## config.mk

```make
export PLATFORM = sky130hd
export DESIGN_NAME = pipeline_skid_reg
export DESIGN_NICKNAME = d
export VERILOG_FILES = /design/src/rtl/pipeline_skid_reg.sv
export SDC_FILE = /design/constraint.sdc
export NUM_CORES = 1
export LEC_CHECK = 0
export ABC_AREA = 1
export CAP_MARGIN = 20
export CORE_UTILIZATION = 40
export DETAILED_ROUTE_END_ITERATION = 7
export GPL_TIMING_DRIVEN = 0
export PLACE_DENSITY = 0.77
export SLEW_MARGIN = 20
export SYNTH_ARGS = -nofsm -noshare
export SYNTH_HDL_FRONTEND = slang
export SYNTH_SLANG_ARGS = --single-unit
```

## constraint.sdc

```tcl
create_clock -name CLK -period 1.5 [get_ports CLK]
set_input_delay 0.3 -clock CLK [delete_from_list [all_inputs] [get_ports CLK]]
set_output_delay 0.3 -clock CLK [all_outputs]
set_load 0.05 [all_outputs]
```

## src/rtl/pipeline_skid_reg.sv

```systemverilog
// pipeline_skid_reg
// Pipeline stage register with valid/ready on both sides. It holds one main
// entry and one skid entry. Because of the skid entry, in_ready is decoded
// from registered state only and never combinationally from out_ready.
// A flush empties the stage. occupancy reports how many entries are held.
//
// Parameters:
//   DATA_W         payload width
//   CLEAR_ON_FLUSH 1 = zero the data registers on flush, 0 = leave them
//   CNT_W          width of the optional performance counters
//
// Ports:
//   CLK        clock, rising edge
//   RST        synchronous reset, active-high
//   flush      drop held entries and any same-cycle incoming beat
//   in_valid   upstream beat valid
//   in_ready   stage can accept a beat
//   in_data    upstream payload
//   out_valid  main entry valid
//   out_ready  downstream accepts
//   out_data   main entry payload
//   occupancy  entries held (0..2)
//   stall_cnt  (PIPELINE_SKID_REG_PERF_EN) cycles with in_valid & ~in_ready
//   flush_cnt  (PIPELINE_SKID_REG_PERF_EN) flushes that hit a non-empty stage
//
// Optional feature macro: PIPELINE_SKID_REG_PERF_EN adds the saturating
// stall_cnt and flush_cnt counters.
//
// state | meaning
// ------+-----------------------------------
// EMPTY | no entry held
// ONE   | main entry valid
// FULL  | main and skid entries valid, in_ready low
module pipeline_skid_reg #(
    parameter int DATA_W         = 32,
    parameter int CLEAR_ON_FLUSH = 1,
    parameter int CNT_W          = 16
) (
    input  logic              CLK,
    input  logic              RST,
    input  logic              flush,
    input  logic              in_valid,
    output logic              in_ready,
    input  logic [DATA_W-1:0] in_data,
    output logic              out_valid,
    input  logic              out_ready,
    output logic [DATA_W-1:0] out_data,
    output logic [1:0]        occupancy
`ifdef PIPELINE_SKID_REG_PERF_EN
    ,
    output logic [CNT_W-1:0]  stall_cnt,
    output logic [CNT_W-1:0]  flush_cnt
`endif
);

    typedef enum logic [1:0] {
        EMPTY = 2'd0,
        ONE   = 2'd1,
        FULL  = 2'd2
    } state_t;

    state_t            state;
    logic [DATA_W-1:0] main_q;
    logic [DATA_W-1:0] skid_q;
    logic              in_fire;
    logic              out_fire;

    if (CNT_W < 1) begin : g_bad_cnt_w
        $error("CNT_W must be at least 1");
    end

    assign out_valid = (state != EMPTY);
    assign out_data  = main_q;
    assign in_ready  = (state != FULL) & ~RST;
    // The enum encoding equals the entry count.
    assign occupancy = state;
    assign in_fire   = in_valid & in_ready;
    assign out_fire  = out_valid & out_ready;

    always_ff @(posedge CLK) begin
        if (RST) begin
            state  <= EMPTY;
            main_q <= '0;
            skid_q <= '0;
        end else if (flush) begin
            // A beat consumed downstream this cycle is still gone. The
            // incoming beat is dropped.
            state <= EMPTY;
            if (CLEAR_ON_FLUSH != 0) begin
                main_q <= '0;
                skid_q <= '0;
            end
        end else begin
            unique case (state)
                EMPTY: begin
                    if (in_fire) begin
                        state  <= ONE;
                        main_q <= in_data;
                    end
                end
                ONE: begin
                    if (in_fire && out_fire) begin
                        main_q <= in_data;
                    end else if (in_fire) begin
                        state  <= FULL;
                        skid_q <= in_data;
                    end else if (out_fire) begin
                        state <= EMPTY;
                    end
                end
                FULL: begin
                    // in_ready is low here, so only the drain can happen.
                    if (out_fire) begin
                        state  <= ONE;
                        main_q <= skid_q;
                    end
                end
                default: state <= EMPTY;
            endcase
        end
    end

`ifdef PIPELINE_SKID_REG_PERF_EN
    always_ff @(posedge CLK) begin
        if (RST) begin
            stall_cnt <= '0;
            flush_cnt <= '0;
        end else begin
            if (in_valid && !in_ready && (stall_cnt != {CNT_W{1'b1}})) begin
                stall_cnt <= stall_cnt + 1'b1;
            end
            if (flush && (state != EMPTY) && (flush_cnt != {CNT_W{1'b1}})) begin
                flush_cnt <= flush_cnt + 1'b1;
            end
        end
    end
`endif

endmodule
```

### Yosys cells after proc, flatten, opt, wreduce, memory -nomap -nowiden

Index checks and enable logic that the tools add are counted.

* bits in registers: 66
* output and inout bits: 36
* bits of input ports: 37
* logic and storage cells: 34

* equality and inequality tests: 8
* bitwise gates (word level): 5
* reductions and logical operators: 8
* muxes and demuxes: 10

Operators by type and width (number)
* two-way mux 32 bit: 3
* one-hot mux 32 bit (3 select lines): 1
* two-way mux 2 bit: 5
* inequality test 2 bit, second input constant: 5
* AND reduction 4 bit: 2
* one-hot mux 2 bit (3 select lines): 1
* AND 1 bit: 3
* inequality test 3 bit, second input constant: 1
* AND reduction 3 bit: 1
* nonzero test 3 bit: 1
* == test 2 x 1 -> 1 bit, second input constant: 1
* == test 2 bit, second input constant: 1
* zero test 2 bit: 1
* inverter 1 bit: 2
* nonzero test 2 bit: 1
* OR reduction 2 bit: 1
* logical AND 1 bit: 1

### Depth between registers and ports, before layout

Gate-level depths: netlist of the first run.

* word-level depth: 6
* depth in mapped cells: 9
* gate-level depth less buffers: 8

### Least setup slack after synthesis of the first run

Ideal clock, no wire load.

* path kind: register to output
* from: register state[0], in the netlist occupancy[0]
* to: output port in_ready
* required time: 1.200 ns
* data arrival time: 1.851 ns
* cell stages (with the launch flop): 4
* slack: -0.651 ns
* cell sequence: dfxtp_1 > inv_2 > buf_1 > a21oi_1

* cells in the longest elaborated chain, start to end: 2

Ends and longest elaborated chain
* start, declared: line 62 `state_t state;`
* start signal, assigned: line 82 `state <= EMPTY;`
* start signal, assigned: line 88 `state <= EMPTY;`
* start signal, assigned: line 97 `state <= ONE;`
* inequality test 2 bit: line 74 `assign in_ready = (state != FULL) & ~RST;`
* AND 1 bit: line 74
* end, declared: line 43 `output logic in_ready,`

Every way passes these cells.

### Worst setup path after layout of the first run

* from: register state[1], in the netlist occupancy[1]
* to: output port in_ready

The elaborated chain is that of the path after synthesis.

==> impl_metrics.toml, run 1 <==
[status]
status = "finished, violations left"
violations = "negative setup slack"

[sta]
fin_skew_ns = 0.005579
hold_violations = 0
final-max-slew-violation-count = 0
grt_setup_unrepaired = "yes"
max_freq_mhz = 630.8
fin_crit_ns = 1.585
period_share = 1.057
worst_pin_slew_ns = 0.4845
report.final.setup_viol = 6
layout_setup_ws_ns = -0.08537
maxSlewHeadroom = 0.6770

[floorplan]
die_y_um = 90.70
die_area_mm2 = 0.008226
core_area_mm2 = 0.007408
number_of_primary_i_o_pins = 73
core.rowCount = 31
chipWidth_um = 90.70
initial_utilization = 0.4248

[synth]
synth-seq-area-share = 0.4199
synth-seq-cells = 66
yosysWarnings = 0
synthesis.instances = 478
postSynthNetCount = 515
syn_avg_cell_area_um2 = 6.583
yosys.cell_types.count = 21
netlist_area_mm2 = 0.003147

[drt]
post-route-drc-count = 0
ant_nets = 0
vias = 3456
finalWirelength_mm = 9.143
vias_per_cell = 5.151
dr.first_iter.drc_count = 294
wl_per_cell_um = 13.63
initial_drt_pass_iterations = 5

[worst_setup_path]
critical_path_buf_inv_count = 3
critical-path-slowest-cell = "sky130_fd_sc_hd__dfxtp_4"
timing.setup.critical_path_class = "flip-flop to output port"
critical_path.cell_chain = "buf_8, clkbuf_16, a21oi_4, buf_6"
gate_family_responsible_for_the_most_delay_along_the_worst_path = "buffers and inverters"
worstSetupEndpointType = "output port"
worst_setup_path_start_kind = "flip-flop"
path_depth = 4
critical_path_required_ns = 1.20
critPathMaxFanout = 6
worst_ep_arrival_time_ns = 1.29
ff2ff_path_depth = 7
critical_path.max_stage_delay_ns = 0.36

[cts]
clock_insertion_delay_at_the_later_pin_of_the_skew_report_ns = 0.35
clk_pin_slew_ns = 0.08
root_buffer = "sky130_fd_sc_hd__clkbuf_8"
largest_buffer_count_on_any_clock_path = 2
clkSinkCount = 66
cts-buffers-inserted = 9
cts-htree-levels = 3
clock_tree_from_tritoncts = "done"

[final_layout]
areaGrowthSynthToFinish_pct = 40.91
antenna_cells = 0
nets = 604
final_cell_count_no_fill = 671
layout-drive-gt1-share = 0.1976

[placement]
place_congestion = 0.8490
place_ws_ns = -0.6362
place_inst = 649
io_buffers = 72
place_hpwl_mm = 5.977

[job]
maxCapViolations = 0

[pwr]
power.leakage_uw = 0.001984
powerDensity_mw_per_mm2 = 917.0
fin_total_pwr_uw = 4066
peakVddDrop_v = 0.0005273

[global_routing]
grt_antenna_before_repair = 0
wire_length_of_the_first_global_routing_pass_mm = 14.84
grt_start_max_net_pins = 13
first_global_vias = 3214
grt_usage = 0.2252
overflow = 0

[worst_hold_path]
hold_path.class = "flip-flop to flip-flop"
worst_hold_path.num_cells = 2
worst paths after layout:
check | to | slack (ns) | from
worst max-delay path | in_ready | -0.09 | occupancy[1]$_SDFFE_PP0P_
worst min-delay path | out_data[2]$_SDFFE_PP0P_ | 0.48 | out_data[2]$_SDFFE_PP0P_
worst max register to register | skid_q[28]$_SDFFE_PP0P_ | -0.06 | occupancy[1]$_SDFFE_PP0P_
worst min register to register | out_data[2]$_SDFFE_PP0P_ | 0.48 | out_data[2]$_SDFFE_PP0P_
state kept, by name (all words and copies together) (netlist names):
signal	flops
out_data	32
skid_q	32
occupancy	2
stage by stage:
| stage | util | hold WS (ns) | instance area (µm²) | TNS [ns] |
|---|---|---|---|---|
| 2_1_floorplan | - | 0.4421 | 3187 | 0 |
| 3_3_place_gp | 0.5442 | 0.4591 | 4031 | -31.18 |
| 3_5_place_dp | 0.5442 | 0.4699 | 4031 | -33.58 |
| 4_1_cts | 0.5899 | 0.4884 | 4370 | -0.2109 |
| 5_1_grt | 0.5985 | 0.5145 | 4434 | -1.832 |
| 6_report | 0.5985 | 0.4822 | 4434 | -0.2634 |
placed cells by master, fill, tap and decap left out, types with 11 or more instances in the layout:
| master | instances |
|---|---|
| sky130_fd_sc_hd__a21oi_1 | 23 |
| sky130_fd_sc_hd__clkdlybuf4s15_2 | 19 |
| sky130_fd_sc_hd__buf_4 | 11 |
| sky130_fd_sc_hd__nand2_1 | 99 |
| sky130_fd_sc_hd__clkbuf_2 | 22 |
| sky130_fd_sc_hd__nor3_1 | 31 |
| sky130_fd_sc_hd__inv_1 | 34 |
| sky130_fd_sc_hd__dfxtp_1 | 64 |
| sky130_fd_sc_hd__o21ai_0 | 30 |
| sky130_fd_sc_hd__clkdlybuf4s50_1 | 35 |
| sky130_fd_sc_hd__nor2_1 | 66 |
| sky130_fd_sc_hd__nand3_1 | 64 |
routing by layer:
metal	vias to the layer above	GRT usage	wire length, µm
li1	1723	-	-
met1	1558	0.2736	3902
met2	140	0.3801	4431
met3	35	0.05219	518
met4	0	0.09274	291
met5	-	0	0
cells by family (layout without fill, tap and decap cells):
| logic type | count (synthesis) | after routing | share of synthesized area |
|---|---|---|---|
| buffers and inverters | 76 | 170 | 0.1042 |
| AOI/OAI and AO/OA | 67 | 67 | 0.1082 |
| and+or+nand+nor | 269 | 269 | 0.3678 |
| DFF | 66 | 66 | 0.4199 |
Yosys cell counts, drive strengths merged:
cell	instances	area [µm²]
nand2	103	394.1
nor2	67	254.0
dfxtp	66	1321
nand3	66	342.8
inv	36	135.1
a21oi	33	165.2
nor3	32	160.2
o21ai	32	160.1
buf	26	138.9
clkbuf	14	53.80
a21boi	1	7.510
nand4	1	6.260
o21a	1	7.510
power by group:
part           total (µW)  switching [µW]  internal [µW]
sequential           1800            19.7           1780
clock                1650             731            916
combinational         618             373            244
area by class of cell:
class | count | area [µm²]
Clock inverter | 5 | 58.81
Tap cell | 99 | 123.9
Clock buffer | 11 | 162.7
Fill cell | 676 | 2974
Buffer | 40 | 314.1
Sequential cell | 66 | 1329
Timing Repair Buffer | 78 | 716.9
Inverter | 36 | 142.6
Multi-Input combinational cell | 336 | 1587
tightest hold or removal path: cells and delay by family (launching register included):
kind / cells / cell delay, ns
simple gates: 1 / 0.08
flops: 1 / 0.33
compound gates: 1 / 0.04
what timing repair did:
item                       in CTS  in global routing
resized for setup             120                 66
hold buffers                    0                  0
setup buffers                   4                  2
setup endpoints to repair      99                 79
pin swaps                       1                  2
Note: power is estimated with default switching activity, not from simulation.
==> run 2: changes to the inputs <==
--- a/config.mk
+++ b/config.mk
@@ -15,3 +15,4 @@
 export SYNTH_ARGS = -nofsm -noshare
 export SYNTH_HDL_FRONTEND = slang
 export SYNTH_SLANG_ARGS = --single-unit
+export TNS_END_PERCENT = 10
==> run 2 against run 1 <==
Against the previous run: the run still ends with negative setup slack left; clock skew is 0.00090 ns higher; setup slack worse by 0.0028 ns; count of clock-buffer cells in the layout is 1 lower; largest cell class unchanged; largest power group unchanged; highest routed layer unchanged.
==> impl_metrics.toml, run 2 (synthesis results as in run 1) <==
[worst_hold_path]
min_to = "out_data[20]$_SDFFE_PP0P_"
worst_hold_startpoint = "out_data[20]$_SDFFE_PP0P_"
hold_path.class = "flip-flop to flip-flop"
worst_hold_path.num_cells = 2

[final_layout]
seq_area_mm2 = 0.001329
layout_commonest_cell = "sky130_fd_sc_hd__nand2_1"
areaGrowthSynthToFinish_pct = 36.26
multi_input_comb_area_mm2 = 0.001545
final_cell_mix = "sky130_fd_sc_hd__nand2_1, sky130_fd_sc_hd__nor2_1, sky130_fd_sc_hd__nand3_1, sky130_fd_sc_hd__dfxtp_1, sky130_fd_sc_hd__clkdlybuf4s50_1"
nets = 605
layout-drive-gt1-share = 0.1693
final_cell_count_no_fill = 672
final_core_utilization = 0.5788
fillers = 679
antenna_cells = 0

[worst_setup_path]
critical-path-slowest-cell = "sky130_fd_sc_hd__dfxtp_4"
critical_path.cell_chain = "buf_12, buf_8, a21oi_4, buf_6"
worst_setup_path_start_kind = "flip-flop"
worst_ep_arrival_time_ns = 1.29
path_depth = 4
critical_path_buf_inv_count = 3
critical_path.max_stage_delay_ns = 0.36
r2r-start = "occupancy[1]$_SDFFE_PP0P_"
timing.setup.critical_path_class = "flip-flop to output port"
critical_path_required_ns = 1.20
critPathMaxFanout = 8
ff2ff_path_depth = 9
rrSetupSlack_ns = 0.02
worstSetupEndpointType = "output port"
gate_family_responsible_for_the_most_delay_along_the_worst_path = "buffers and inverters"
regToRegEndpoint = "out_data[30]$_SDFFE_PP0P_"

[sta]
max_freq_mhz = 629.6
worst_pin_slew_ns = 0.4895
grt_setup_unrepaired = "yes"
fin_skew_ns = 0.006478
layout_setup_ws_ns = -0.08820
hold_violations = 0
fin_crit_ns = 1.588
maxSlewHeadroom = 0.6749
report.final.setup_viol = 1
final-max-slew-violation-count = 0
period_share = 1.059

[floorplan]
number_of_primary_i_o_pins = 73
chipWidth_um = 90.70
core.rowCount = 31
initial_utilization = 0.4248
die_y_um = 90.70
core_area_mm2 = 0.007408
die_area_mm2 = 0.008226

[cts]
clock_tree_from_tritoncts = "done"
cts-htree-levels = 3
cts-buffers-inserted = 9
largest_buffer_count_on_any_clock_path = 2
root_buffer = "sky130_fd_sc_hd__clkbuf_8"
clock_insertion_delay_at_the_later_pin_of_the_skew_report_ns = 0.34
clkSinkCount = 66
clk_pin_slew_ns = 0.08

[global_routing]
wire_length_of_the_first_global_routing_pass_mm = 14.28
grt_start_max_net_pins = 13
overflow = 0
grt_antenna_before_repair = 0
grt_usage = 0.2143
first_global_vias = 3108

[placement]
place_congestion = 0.8197
io_buffers = 72
place_hpwl_mm = 6.041
place_inst = 649

[drt]
post-route-drc-count = 0
finalWirelength_mm = 8.601
dr.first_iter.drc_count = 207
initial_drt_pass_iterations = 5
wl_per_cell_um = 12.80
vias = 3387
ant_nets = 0
vias_per_cell = 5.040

[pwr]
power.leakage_uw = 0.001973
powerDensity_mw_per_mm2 = 950.0
peakVddDrop_v = 0.0004979

[status]
status = "finished, violations left"
violations = "negative setup slack"

[job]
maxCapViolations = 0
[run 2: layout make-up]
cell class	instances	share of cell area
Multi-Input combinational cell	336	0.3604
Sequential cell	66	0.3099
Timing Repair Buffer	79	0.1529
Buffer	40	0.06157
Inverter	36	0.03327
Clock buffer	10	0.03210
Tap cell	99	0.02889
Clock inverter	6	0.02101
[run 2: power breakdown]
| group | leakage, µW | internal [µW] | switching (µW) |
|---|---|---|---|
| combinational | 0.00132 | 229 | 359 |
| sequential | 0.000536 | 1780 | 19.2 |
| clock | 0.000112 | 983 | 701 |
| total | 0.00197 | 2990 | 1080 |
[run 2: metrics by stage]
step | area, µm² | worst slack [ns] | setup TNS [ns] | hold WS, ns | total power [µW]
after global routing | 4288 | -0.1108 | -0.7287 | 0.5059 | 4231
after detailed placement | 4029 | -0.5942 | -32.14 | 0.4717 | 2431
after CTS | 4302 | -0.1523 | -0.1695 | 0.4858 | 4087
final | 4288 | -0.08820 | -0.08820 | 0.4834 | 4073
after floorplan | 3184 | -0.008971 | -0.08956 | 0.4421 | 2191
after global placement | 4029 | -0.6075 | -31.84 | 0.4586 | 2423
[run 2: worst max path at each step]
stage                         startpoint                   endpoint  slack, ns
2_1_floorplan  occupancy[1]$_SDFFE_PP0P_  out_data[25]$_SDFFE_PP0P_     -0.009
3_3_place_gp                         RST  out_data[30]$_SDFFE_PP0P_      -0.61
3_5_place_dp                         RST  out_data[26]$_SDFFE_PP0P_      -0.59
4_1_cts        occupancy[1]$_SDFFE_PP0P_                   in_ready      -0.15
5_1_grt        occupancy[1]$_SDFFE_PP0P_                   in_ready      -0.11
6_report       occupancy[1]$_SDFFE_PP0P_                   in_ready      -0.09
[run 2: metal layers]
layer,routed length [µm],GRT usage
met1,3609,0.2581
met2,4302,0.3788
met3,520,0.03535
met4,168,0.08065
met5,0,0
[run 2: timing repair]
| action | in CTS | in global routing |
|---|---|---|
| gates cloned | 0 | 0 |
| resized for setup | 101 | 52 |
| hold buffers | 0 | 0 |
| buffers inserted | 0 | 7 |
| endpoints found under the setup margin | 99 | 87 |
| pin swaps | 1 | 1 |
[run 2: worst reg2reg max path, stage by stage (launching register included)]
cell                      delay (ns)
sky130_fd_sc_hd__dfxtp_4        0.36
sky130_fd_sc_hd__buf_12         0.14
sky130_fd_sc_hd__inv_4          0.10
sky130_fd_sc_hd__nand2_8        0.06
sky130_fd_sc_hd__nand2_1        0.08
sky130_fd_sc_hd__buf_4          0.20
sky130_fd_sc_hd__buf_4          0.20
sky130_fd_sc_hd__nand3_1        0.12
sky130_fd_sc_hd__nand2_1        0.08
sky130_fd_sc_hd__nor2_1         0.04
==> run 3: changes to the inputs <==
--- a/config.mk
+++ b/config.mk
@@ -10,9 +10,9 @@
 export CORE_UTILIZATION = 40
 export DETAILED_ROUTE_END_ITERATION = 7
 export GPL_TIMING_DRIVEN = 0
-export PLACE_DENSITY = 0.77
+export PLACE_DENSITY = 0.8
 export SLEW_MARGIN = 20
 export SYNTH_ARGS = -nofsm -noshare
 export SYNTH_HDL_FRONTEND = slang
 export SYNTH_SLANG_ARGS = --single-unit
-export TNS_END_PERCENT = 10
+export TNS_END_PERCENT = 30
==> constraint.sdc (replaced) <==
create_clock -name CLK -period 1.4 [get_ports CLK]
set_input_delay 0.28 -clock CLK [delete_from_list [all_inputs] [get_ports CLK]]
set_output_delay 0.28 -clock CLK [all_outputs]
set_load 0.05 [all_outputs]
==> run 3 against run 2 <==
Against the previous run: flip-flop and latch count unchanged; critical endpoint unchanged; setup slack worse by 0.066 ns; register-to-register slack worse by 0.06 ns; final area up 8.2%; hold slack worse by 0.0012 ns; critical path type unchanged; die area unchanged; non-clock buffer count up 3; the flow still finishes with violations (negative setup slack); cell count up 0.45%; sequential share of layout area down 2.4 points; sequential power up 7%.
==> impl_metrics.toml, run 3 (synthesis results as in run 1) <==
[worst_setup_path]
most_repeated_library_cell_on_the_critical_path = "sky130_fd_sc_hd__buf_6"
critical_path.cell_chain = "inv_8, buf_6, a21oi_4, buf_6"
worst_setup_path_start_kind = "flip-flop"
timing.setup.critical_path_class = "flip-flop to output port"
critical-path-slowest-cell = "sky130_fd_sc_hd__dfxtp_4"
worst_ep_arrival_time_ns = 1.27
critical_path_buf_inv_count = 3
critical_path.max_stage_delay_ns = 0.39
gate_family_responsible_for_the_most_delay_along_the_worst_path = "flip-flops"
critPathMaxFanout = 10
critical_path_required_ns = 1.12
rrSetupSlack_ns = -0.04
worstSetupEndpointType = "output port"

[floorplan]
chipWidth_um = 90.70
core.rowCount = 31
die_area_mm2 = 0.008226
core_area_mm2 = 0.007408
initial_utilization = 0.4248
die_y_um = 90.70
number_of_primary_i_o_pins = 73

[cts]
largest_buffer_count_on_any_clock_path = 2
root_buffer = "sky130_fd_sc_hd__clkbuf_8"
clkSinkCount = 66
clock_tree_from_tritoncts = "done"
clk_pin_slew_ns = 0.07
ctsHoldBuffers = 0
cts-buffers-inserted = 9
clock_insertion_delay_at_the_later_pin_of_the_skew_report_ns = 0.35
cts-htree-levels = 3

[worst_hold_path]
hold_path.class = "flip-flop to flip-flop"

[pwr]
int_pwr_uw = 3268
power.clock.fraction = 0.407
power.share.switching = 0.2606
peakVddDrop_v = 0.0004436
fin_total_pwr_uw = 4420
p_comb_frac = 0.156
p_sw_uw = 1152
power.leakage_uw = 0.002048
powerDensity_mw_per_mm2 = 952.4
seq_power_share = 0.437

[global_routing]
grt_antenna_before_repair = 0
wire_length_of_the_first_global_routing_pass_mm = 14.61
first_global_vias = 3196
grt_usage = 0.2213
grt_start_max_net_pins = 12
overflow = 0

[placement]
place_hpwl_mm = 6.094
place_ws_ns = -0.7082
place_congestion = 0.8322
io_buffers = 72
post_dp_cell_area_mm2 = 0.004064

[sta]
final-max-slew-violation-count = 0
hold_violations = 0
layout_setup_ws_ns = -0.1537
period_share = 1.110
fin_setup_tns_ns = -0.5704
max_freq_mhz = 643.6
maxSlewHeadroom = 0.6734
grt_setup_unrepaired = "yes"
worst_pin_slew_ns = 0.4918
fin_skew_ns = 0.007485
report.final.setup_viol = 27
fin_crit_ns = 1.554

[final_layout]
post-route-cell-area_mm2 = 0.004641
final_core_utilization = 0.6264
layout_commonest_cell = "sky130_fd_sc_hd__nand2_1"
antenna_cells = 0
final_cell_mix = "sky130_fd_sc_hd__nand2_1, sky130_fd_sc_hd__nor2_1, sky130_fd_sc_hd__dfxtp_1, sky130_fd_sc_hd__nand3_1, sky130_fd_sc_hd__clkdlybuf4s50_1"
nets = 608
layout-drive-gt1-share = 0.2170
areaGrowthSynthToFinish_pct = 47.48

[drt]
vias = 3482
finalWirelength_mm = 9.045
wl_per_cell_um = 13.40
ant_nets = 0
post-route-drc-count = 0
dr.first_iter.drc_count = 284
vias_per_cell = 5.159
initial_drt_pass_iterations = 5

[status]
violations = "negative setup slack"
status = "finished, violations left"

[job]
maxCapViolations = 0
-- run 3: what timing repair did --
item | 4_1_cts | 5_1_grt
pin swaps | 3 | 6
gates resized for setup | 157 | 34
setup buffers | 3 | 5
setup endpoints to repair | 101 | 67
gates cloned | 0 | 2
-- run 3: path summary, 6_finish.rpt --
path                                     to                      start  cells past startpoint
setup / recovery                   in_ready  occupancy[0]$_SDFFE_PP0P_                      4
hold / removal    out_data[20]$_SDFFE_PP0P_  out_data[20]$_SDFFE_PP0P_                      2
setup reg to reg  out_data[11]$_SDFFE_PP0P_  occupancy[1]$_SDFFE_PP0P_                      9
hold reg to reg   out_data[20]$_SDFFE_PP0P_  out_data[20]$_SDFFE_PP0P_                      2
-- run 3: cell type report --
| cell class | count | area (µm²) |
|---|---|---|
| plain buffers | 40 | 351.6 |
| clock buffers | 13 | 190.2 |
| clock inverters | 3 | 42.54 |
| fillers | 632 | 2768 |
| inverters | 36 | 145.1 |
| multi-input cells | 336 | 1607 |
| flip-flops and latches | 66 | 1329 |
| well taps | 99 | 123.9 |
| repair buffers | 82 | 852.1 |
-- run 3: worst register-to-register path, delay by kind of cell (launching register included) --
| kind | cells | cell delay (ns) |
|---|---|---|
| buffers and inverters | 3 | 0.41 |
| DFF | 1 | 0.35 |
| and+or+nand+nor | 6 | 0.59 |
-- run 3: metal layers --
layer,vias to the layer above,share of wire,track usage
li1,1731,-,-
met1,1584,0.43,0.2703
met2,148,0.49,0.3712
met3,19,0.061,0.03704
met4,0,0.023,0.1156
met5,-,0,0
-- run 3: per-stage QoR --
step,instances,hold slack [ns]
2_1_floorplan,478,0.4221
3_3_place_gp,649,0.4592
3_5_place_dp,649,0.4701
4_1_cts,668,0.4877
5_1_grt,675,0.5077
6_report,675,0.4823
-- run 3: power by group through the flow --
stage                     clock network [µW]  registers, µW  logic (µW)
after floorplan                            0           2090         265
after global placement                     0           1970         630
after detailed placement                   0           1970         637
after CTS                               1820           1930         651
after global routing                    1910           1940         739
final                                   1800           1930         687
